`src/rtl/playback_scheduler_pkg.sv`:
```
// Shared constants and state encoding for the playback scheduler.
// Optional feature macro: NOTE_GAP_EN (adds the GAP state between notes).
package playback_scheduler_pkg;
  localparam int SONG_BITS_D     = 3;
  localparam int NUM_SONGS_D     = 4;
  localparam int SONG_CNT_BITS_D = 8;
  localparam int GAP_CYCLES_D    = 16;

  typedef enum logic [2:0] {
    ST_IDLE  = 3'd0,
    ST_LOAD  = 3'd1,
    ST_PLAY  = 3'd2,
    ST_PAUSE = 3'd3,
    ST_GAP   = 3'd4
  } state_t;
endpackage

```
`src/rtl/playback_scheduler_rise_detect.sv`:
```
// Registered rising-edge detector: o_rise = i_sig & ~previous(i_sig).
module playback_scheduler_rise_detect
  import playback_scheduler_pkg::*;
(
  input  logic clk,
  input  logic rst_n,
  input  logic i_sig,
  output logic o_rise
);
  logic r_q;

  always_ff @(posedge clk or negedge rst_n) begin
    if (!rst_n) r_q <= 1'b0;
    else        r_q <= i_sig;
  end

  assign o_rise = i_sig & ~r_q;
endmodule

```
`src/rtl/playback_scheduler.sv`:
```
// Song/note sequencer driving the Song ROM and gating the Sound engine.
// Define NOTE_GAP_EN to insert GAP_CYCLES of silence between notes of a song.
module playback_scheduler
  import playback_scheduler_pkg::*;
#(
  parameter int SONG_BITS     = SONG_BITS_D,
  parameter int NUM_SONGS     = NUM_SONGS_D,
  parameter int SONG_CNT_BITS = SONG_CNT_BITS_D,
  parameter int GAP_CYCLES    = GAP_CYCLES_D
) (
  input  logic                     clk,
  input  logic                     rst_n,
  input  logic                     play,
  input  logic                     pause_btn,
  input  logic                     next_btn,
  input  logic                     prev_btn,
  input  logic                     loop_all,
  input  logic [SONG_BITS-1:0]     song_sel,
  input  logic [SONG_CNT_BITS-1:0] track,
  input  logic                     over,
  output logic [SONG_BITS-1:0]     song_idx,
  output logic [SONG_CNT_BITS-1:0] note_idx,
  output logic                     snd_en,
  output logic                     playing,
  output logic                     paused,
  output logic                     song_done
);
  localparam logic [SONG_BITS-1:0] NO_SONG   = '1;
  localparam logic [SONG_BITS-1:0] LAST_SONG = SONG_BITS'(NUM_SONGS - 1);

  if (NUM_SONGS < 1 || NUM_SONGS >= (1 << SONG_BITS)) begin : g_bad_songs
    $error("NUM_SONGS must be in 1..2**SONG_BITS-1");
  end
  if (GAP_CYCLES < 1) begin : g_bad_gap
    $error("GAP_CYCLES must be at least 1");
  end

  state_t                   r_state, w_nxt_state;
  logic [SONG_BITS-1:0]     r_song, w_nxt_song;
  logic [SONG_CNT_BITS-1:0] r_note, w_nxt_note;
  logic                     r_done, w_nxt_done;
  logic                     w_over_rise;

`ifdef NOTE_GAP_EN
  localparam int GAP_W = $clog2(GAP_CYCLES + 1);
  logic [GAP_W-1:0] r_gap, w_nxt_gap;
`endif

  // Song arithmetic wraps over the populated songs, not the full index space.
  function automatic logic [SONG_BITS-1:0] f_inc(input logic [SONG_BITS-1:0] s);
    return (s == LAST_SONG) ? '0 : s + 1'b1;
  endfunction

  function automatic logic [SONG_BITS-1:0] f_dec(input logic [SONG_BITS-1:0] s);
    return (s == '0) ? LAST_SONG : s - 1'b1;
  endfunction

  playback_scheduler_rise_detect u_over_rise (
    .clk    (clk),
    .rst_n  (rst_n),
    .i_sig  (over),
    .o_rise (w_over_rise)
  );

  always_ff @(posedge clk or negedge rst_n) begin
    if (!rst_n) begin
      r_state <= ST_IDLE;
      r_song  <= '0;
      r_note  <= '0;
      r_done  <= 1'b0;
`ifdef NOTE_GAP_EN
      r_gap   <= '0;
`endif
    end else begin
      r_state <= w_nxt_state;
      r_song  <= w_nxt_song;
      r_note  <= w_nxt_note;
      r_done  <= w_nxt_done;
`ifdef NOTE_GAP_EN
      r_gap   <= w_nxt_gap;
`endif
    end
  end

  // Event priority inside PLAY/PAUSE/GAP: prev > next > over edge > pause.
  always_comb begin
    w_nxt_state = r_state;
    w_nxt_song  = r_song;
    w_nxt_note  = r_note;
    w_nxt_done  = 1'b0;
`ifdef NOTE_GAP_EN
    w_nxt_gap   = r_gap;
`endif
    case (r_state)
      ST_IDLE: begin
        w_nxt_song = song_sel;
        w_nxt_note = '0;
        if (play && song_sel != NO_SONG && song_sel <= LAST_SONG) w_nxt_state = ST_LOAD;
      end
      ST_LOAD: w_nxt_state = ST_PLAY;
      default: begin
        if (prev_btn) begin
          if (r_note == '0) w_nxt_song = f_dec(r_song);
          w_nxt_note  = '0;
          w_nxt_state = ST_LOAD;
        end else if (next_btn) begin
          w_nxt_song  = f_inc(r_song);
          w_nxt_note  = '0;
          w_nxt_state = ST_LOAD;
        end else if (r_state == ST_PLAY && w_over_rise) begin
          if (r_note < track) begin
            w_nxt_note = r_note + 1'b1;
`ifdef NOTE_GAP_EN
            w_nxt_state = ST_GAP;
            w_nxt_gap   = GAP_W'(GAP_CYCLES - 1);
`endif
          end else begin
            w_nxt_done = 1'b1;
            w_nxt_note = '0;
            if (loop_all) begin
              w_nxt_song  = f_inc(r_song);
              w_nxt_state = ST_LOAD;
            end else begin
              w_nxt_state = ST_IDLE;
            end
          end
        end else if (pause_btn) begin
          // Resume goes through LOAD so the engine restarts the held note.
          w_nxt_state = (r_state == ST_PAUSE) ? ST_LOAD : ST_PAUSE;
`ifdef NOTE_GAP_EN
        end else if (r_state == ST_GAP) begin
          if (r_gap == '0) w_nxt_state = ST_PLAY;
          else             w_nxt_gap   = r_gap - 1'b1;
`endif
        end
      end
    endcase
    if (!play && r_state != ST_IDLE) begin
      w_nxt_state = ST_IDLE;
      w_nxt_song  = r_song;
      w_nxt_note  = '0;
      w_nxt_done  = 1'b0;
    end
  end

  always_comb begin
    snd_en  = 1'b0;
    playing = 1'b0;
    paused  = 1'b0;
    case (r_state)
      ST_PLAY:  begin snd_en = 1'b1; playing = 1'b1; end
      ST_GAP:   playing = 1'b1;
      ST_PAUSE: paused = 1'b1;
      default:  ;
    endcase
  end

  assign song_idx  = r_song;
  assign note_idx  = r_note;
  assign song_done = r_done;
endmodule

```
`config.mk`:
```
export PLATFORM = sky130hd
export DESIGN_NAME = playback_scheduler
export DESIGN_NICKNAME = d
export VERILOG_FILES = /design/src/rtl/playback_scheduler_pkg.sv /design/src/rtl/playback_scheduler_rise_detect.sv /design/src/rtl/playback_scheduler.sv
export SDC_FILE = /design/constraint.sdc
export NUM_CORES = 1
export LEC_CHECK = 0
export CAP_MARGIN = 20
export CORE_ASPECT_RATIO = 0.5
export CORE_UTILIZATION = 33
export DETAILED_ROUTE_END_ITERATION = 12
export GPL_ROUTABILITY_DRIVEN = 1
export SYNTH_ARGS = -nofsm -noshare
export SYNTH_HDL_FRONTEND = slang
export SYNTH_SLANG_ARGS = --single-unit
```
`constraint.sdc`:
```
create_clock -name clk -period 3.3 [get_ports clk]
set_clock_uncertainty 0.2 [all_clocks]
set_input_delay 0.66 -clock clk [delete_from_list [all_inputs] [get_ports clk]]
set_output_delay 0.66 -clock clk [all_outputs]
set_load 0.05 [all_outputs]
```
==> results of run 1 <==
==> Yosys cell counts, types with 2 or more instances <==
cell type	n	area, sq um
clkbuf_1	3	11.3
ha_1	12	150
a21o_1	3	22.5
dfrtp_1	15	375
a31oi_1	4	25.0
nor3_1	3	15.0
nand3_1	4	20.0
and2_1	2	12.5
buf_2	2	10.0
nand2_1	11	41.3
o21ai_0	4	20.0
nand4_1	7	43.8
nor2b_1	4	25.0
a21oi_1	6	30.0
o221ai_1	2	17.5
and3_2	2	15.0
inv_1	12	45.0
nor2_1	9	33.8
and3_1	3	18.8
o211ai_1	2	15.0
a311oi_1	2	17.5
or4_1	2	15.0
nand4b_1	3	26.3
nand2b_1	4	25.0
==> layout make-up <==
cell class	count	area, sq um
fillers	336	1870
multi-input cells	112	813
flip-flops and latches	15	375
repair buffers	34	338
well taps	51	63.8
inverters	12	45.0
clock buffers	3	41.3
clock inverters	1	5.00
==> state kept, by name (all words and copies together), names as in the netlist <==
signal	flops
note_idx	8
song_done	1
r_state	2
song_idx	3
u_over_rise.r_q	1
==> worst max-delay path: cells and delay by family <==
family                     cells  cell delay, ps
buffers and inverters          2             510
muxes                          1             330
adders and majority gates      1             330
AOI/OAI and AO/OA              4             970
==> final timing paths <==
path | from | end | slack, ps | cells past startpoint
max | track[7] | song_idx[2]$_DFFE_PN0P_ | 430 | 8
min | song_idx[2]$_DFFE_PN0P_ | song_idx[2]$_DFFE_PN0P_ | 410 | 1
max reg2reg | note_idx[7]$_DFFE_PN0P_ | song_idx[2]$_DFFE_PN0P_ | 880 | 6
min reg2reg | song_idx[2]$_DFFE_PN0P_ | song_idx[2]$_DFFE_PN0P_ | 410 | 1
max in group asynchronous | rst_n | song_idx[2]$_DFFE_PN0P_ | 1810 | 1
min in group asynchronous | rst_n | note_idx[5]$_DFFE_PN0P_ | 640 | 1
==> power groups by stage <==
stage               combinational, mW  sequential [mW]  clock [mW]
global route                    0.238            0.224       0.167
global placement                0.218            0.223           0
floorplan                       0.104            0.261           0
detailed placement              0.221            0.224           0
finish                          0.220            0.221       0.152
CTS                             0.222            0.221       0.157
==> metrics by stage <==
step / setup WS (ps) / total power [mW]
final: 429 / 0.593
after global routing: 327 / 0.630
after CTS: 434 / 0.600
after detailed placement: 179 / 0.445
after global placement: 233 / 0.442
after floorplan: 648 / 0.365
==> metal layers <==
metal	share of wire (%)	vias up
li1	-	602
met1	48	558
met2	46	33
met3	5.2	2
met4	0.45	0
met5	0	-
==> cells by family after synthesis <==
group	Yosys count
and+or+nand+nor	60
AOI/OAI and AO/OA	38
buffers and inverters	18
DFF	15
adders and majority gates	12
muxes	2
==> key figures, run 1 <==
Global routing
  – Initial antenna violation count: 0
  – Total track usage: 16.2%
  – Total gr overflow: 0
  – Met2 usage: 25.6%
  – Top Usage Layer GRT: met2
  – Met3 usage in global routing: 3.99%
  – First-pass GRT wire length: 4.92 mm
  – Met1 usage: 22.8%
  – Vias in the first global route: 1034
  – Pin count of the biggest net entering global routing: 16

STA
  – Max-slew violation count: 0
  – Setup TNS Final: 0 ps
  – Unrepaired setup endpoints after global routing: no
  – Rel. slew slack: 52.0%
  – Hold WS: 407 ps
  – Final setup vio count: 0
  – Fin crit share: 87.0%
  – Min Tclk post-route: 2870 ps
  – Worst slew pin tran: 718 ps
  – Final-report hold violation count: 0
  – Peak Freq: 348 MHz

Yosys
  – Post-synth ARST share: 100%
  – Simple-gate portion of the synthesized area: 27.0%
  – Largest family of logic cells by synthesized area: simple AND/OR/NAND/NOR gates
  – Synth warnings: 0
  – Adder-Cell Fraction of Synth Area: 11.9%
  – Mean area per synthesized cell: 8.71 sq um
  – Synth Instances: 145
  – Main synth FF type: dfrtp_1
  – Post-synthesis sequential area ratio: 29.7%
  – Post-synth design cell area: 1260 sq um
  – Post-synthesis mux area share: 1.68%
  – EDFF count, synth: 0
  – Compound-gate portion of the synthesized area: 23.9%
  – Cell variety after synth: 48
  – Synthesized flop and latch total: 15
  – Xor/xnor share of the synthesized area: 0%
  – Synthesized Nets: 176

Clock network
  – Cts hold-fix bufs: 0
  – Clk sink count: 15
  – Clk_lat worst skew: 250 ps
  – CTS H-Tree Depth: 1
  – Clock root cell: clkbuf_8
  – CTS tree: yes
  – Clock Pin Slew Worst Setup and Hold Paths: 60 ps
  – Resized Gates After CTS: 0
  – TritonCTS buffer count: 3
  – CTS Buffer Depth: 2
  – Post-CTS Setup Bufs: 0

Layout
  – Non-Filler Instances: 228
  – N_diodes: 0
  – Synthesis-to-layout area growth: 33.2%
  – Ratio of cells with drive above 1 in the final layout: 7.91%
  – Nets@finish: 209
  – Commonest non-fill, non-tap cell in the layout: clkdlybuf4s50_1
  – Most frequent cells in the layout: clkdlybuf4s50_1 (33), dfrtp_1 (15), inv_1 (12), ha_1 (12), nand2_1 (11)
  – Layout Utilization: 47.4%
  – Design area: 1680 sq um

Routing
  – Via count: 1195
  – Initial DRC count: 55
  – DR WL/cell: 13.7 microns
  – Routed vias/inst: 5.24
  – DRC Markers: 0
  – DRT antenna net count: 0
  – Routed wire length: 3.13 mm
  – DR pass1 iterations: 4

Power
  – Sw frac: 37.1%
  – Logic gate share of total power: 37.1%
  – P_int: 0.373 mW
  – P_sw: 0.220 mW
  – PD cells: 353 nW/um^2
  – Leak pwr: 0.727 nW
  – Clock network power share: 25.6%
  – Max VDD drop: 0.177 mV
  – Seq pwr share: 37.3%

Critical path
  – Worst path slowest cell: clkdlybuf4s50_1
  – Worst endpoint data arrival time: 2800 ps
  – Crit Path Class: in -> reg
  – Crit. End Element: register
  – Crit-path cells: clkdlybuf4s50_1, inv_1, ha_1, a41o_1, a21oi_2, o31a_1, a21boi_2, mux2_1
  – CP max FO: 11
  – Slowest cell delay on critical path: 470 ps
  – Crit start category: primary input
  – Required @ worst endpoint: 3230 ps

Flow run
  – Maxcap violations: 0

Die
  – Cell Rows: 15
  – Die height: 45.7 microns
  – I/O pins: 34
  – Die area: 4090 sq um
  – Initial core utilization: 35.6%
  – Die W: 89.5 microns
  – Core area: 3550 sq um

Placement
  – Dpl cell area: 1640 sq um
  – Dpl hpwl: 2.39 mm
  – # port buffers: 33
  – Placed Cells: 224
  – Routability cong.: 0.799

Status
  – Outcome: completed

Min path
  – Worst hold path class: reg -> reg
Note: power is estimated with default switching activity, not from simulation.
==> run 2, diff against run 1 <==
- CORE_MARGIN: not set -> 1.5
==> run 2 against run 1 <==
- combinational power barely moved
- wire length rose by 0.64%
- register-to-register slack improved by 80 ps
- hold slack got worse by 17 ps
- sequential cell count unchanged
==> key figures, run 2 (synthesized netlist as in run 1, its figures left out) <==
STA
  – Hold WS: 390 ps (-17.2 ps)
  – Max-slew violation count: 0 (unchanged)
  – Final setup vio count: 0 (unchanged)
  – Rel. slew slack: 53.0% (+0.99 points)
  – Worst slew pin tran: 703 ps (-14.8 ps)
  – Min Tclk post-route: 2780 ps (-90.7 ps)
  – Final-report hold violation count: 0 (unchanged)
  – Setup TNS Final: 0 ps (unchanged)
  – Peak Freq: 360 MHz (+3.3%)
  – Fin crit share: 84.3% (-2.7 points)
  – Unrepaired setup endpoints after global routing: no

Global routing
  – Total track usage: 16.4% (+0.22 points)
  – Vias in the first global route: 1113 (+7.6%)
  – First-pass GRT wire length: 5.19 mm (+5.5%)
  – Initial antenna violation count: 0 (unchanged)
  – Pin count of the biggest net entering global routing: 16 (unchanged)
  – Total gr overflow: 0 (unchanged)

Layout
  – Most frequent cells in the layout: clkdlybuf4s50_1 (33), dfrtp_1 (15), inv_1 (12), ha_1 (12), nand2_1 (11)
  – Non-Filler Instances: 229 (+0.44%)
  – Nets@finish: 210 (+0.48%)
  – Max FFs per register: 8 (unchanged)
  – Commonest non-fill, non-tap cell in the layout: clkdlybuf4s50_1
  – Synthesis-to-layout area growth: 33.8%
  – N_diodes: 0 (unchanged)
  – Ratio of cells with drive above 1 in the final layout: 8.43% (+0.52 points)
  – Fillers: 337 (+0.30%)

Power
  – Leak pwr: 0.731 nW (+0.57%)
  – P_sw: 0.221 mW (+0.56%)
  – Sw frac: 37.2% (+0.12 points)
  – PD cells: 352 nW/um^2 (-0.21%)
  – Seq pwr share: 37.0% (-0.3 points)
  – Clock network power share: 26.0% (+0.4 points)
  – Max VDD drop: 0.256 mV (+45%)
  – Logic gate share of total power: 37.0% (about the same)
  – P_int: 0.374 mW (about the same)

Critical path
  – Worst endpoint data arrival time: 1920 ps (-880 ps)
  – CP max FO: 15 (+4)
  – Worst path slowest cell: clkdlybuf4s50_1
  – Slowest cell delay on critical path: 840 ps (+370 ps)
  – Crit-path cells: nor2b_1, clkdlybuf4s50_1
  – CP Buf/Inv Count: 1 (-1)
  – Worst path depth: 2 (-6)
  – Crit start category: register
  – CP top delay family: buffers and inverters
  – Required @ worst endpoint: 2440 ps (-790 ps)
  – Crit Path Class: reg -> out
  – Crit. End Element: output port
  – Reg2Reg Depth: 6 (unchanged)

Placement
  – Dpl hpwl: 2.40 mm (+0.56%)
  – # port buffers: 33 (unchanged)
  – Routability cong.: 0.814 (+1.9%)
  – Placed Cells: 225 (+0.45%)

Die
  – Die W: 90.5 microns (+1.1%)
  – Initial core utilization: 35.6% (unchanged)
  – Die height: 46.7 microns (+2.2%)
  – Core area: 3550 sq um (unchanged)
  – Cell Rows: 15 (unchanged)
  – I/O pins: 34 (unchanged)
  – Die area: 4230 sq um (+3.3%)

Clock network
  – Resized Gates After CTS: 0 (unchanged)
  – Clk_lat worst skew: 260 ps (about the same)
  – TritonCTS buffer count: 3 (unchanged)
  – Clock Pin Slew Worst Setup and Hold Paths: 60 ps (about the same)
  – Clock root cell: clkbuf_8
  – CTS H-Tree Depth: 1 (unchanged)
  – CTS tree: yes
  – CTS Buffer Depth: 2 (unchanged)
  – Cts hold-fix bufs: 0 (unchanged)
  – Post-CTS Setup Bufs: 0 (unchanged)
  – Clk sink count: 15 (unchanged)

Routing
  – Routed wire length: 3.15 mm (+0.64%)
  – Routed vias/inst: 5.38 (+2.7%)
  – DR WL/cell: 13.8 microns (+0.20%)
  – Initial DRC count: 33 (-40%)
  – Via count: 1233 (+3.2%)
  – DR pass1 iterations: 4 (unchanged)
  – DRC Markers: 0 (unchanged)
  – DRT antenna net count: 0 (unchanged)

Min path
  – Worst hold path class: reg -> reg
  – Worst hold stages: 1 (unchanged)

Flow run
  – Maxcap violations: 0 (unchanged)

Status
  – Outcome: completed
## run 2: worst reg2reg max path, cell delays in order (launching register included)
cell and delay, ps:
dfrtp_1 450, ha_1 340, a41o_1 250, a21oi_2 130, o31a_1 370, a21boi_2 140, mux2_1 330
## run 2: path summary, 6_finish.rpt
check	start	to	slack, ps
hold / removal	song_idx[2]$_DFFE_PN0P_	song_idx[2]$_DFFE_PN0P_	390
max in group asynchronous	rst_n	song_idx[0]$_DFFE_PN0P_	1830
hold reg to reg	song_idx[2]$_DFFE_PN0P_	song_idx[2]$_DFFE_PN0P_	390
min in group asynchronous	rst_n	song_done$_DFF_PN0_	620
setup / recovery	r_state[1]$_DFFE_PN0P_	snd_en	520
setup reg to reg	note_idx[7]$_DFFE_PN0P_	song_idx[2]$_DFFE_PN0P_	960
## run 2: final cells by class
type	count	area, sq um	area share (%)
repair buffers	35	345	20.4
clock inverters	1	5.00	0.296
multi-input cells	112	813	48.1
inverters	12	45.0	2.67
well taps	51	63.8	3.78
clock buffers	3	41.3	2.44
flip-flops and latches	15	375	22.2
## run 2: stage by stage
step                instance area, sq um  setup slack [ps]  util, %  total power, mW
floorplan                           1260               648        -            0.365
global placement                    1640               317     46.3            0.441
CTS                                 1690               518     47.6            0.600
finish                              1690               519     47.6            0.595
detailed placement                  1640               271     46.3            0.445
global route                        1690               431     47.6            0.633
## run 2: power groups by stage
stage                     Combinational, mW  Sequential, mW  Clock, mW
after floorplan                       0.104           0.261          0
after global placement                0.218           0.223          0
after detailed placement              0.221           0.223          0
after CTS                             0.222           0.220      0.158
after global routing                  0.239           0.224      0.169
final                                 0.220           0.220      0.155
## run 2: routing by layer
| layer | wire length [microns] | global-route usage (%) |
|---|---|---|
| met2 | 1390 | 26.0 |
| met4 | 54 | 8.57 |
| met1 | 1590 | 21.4 |
| met5 | 0 | 0 |
| met3 | 111 | 4.37 |
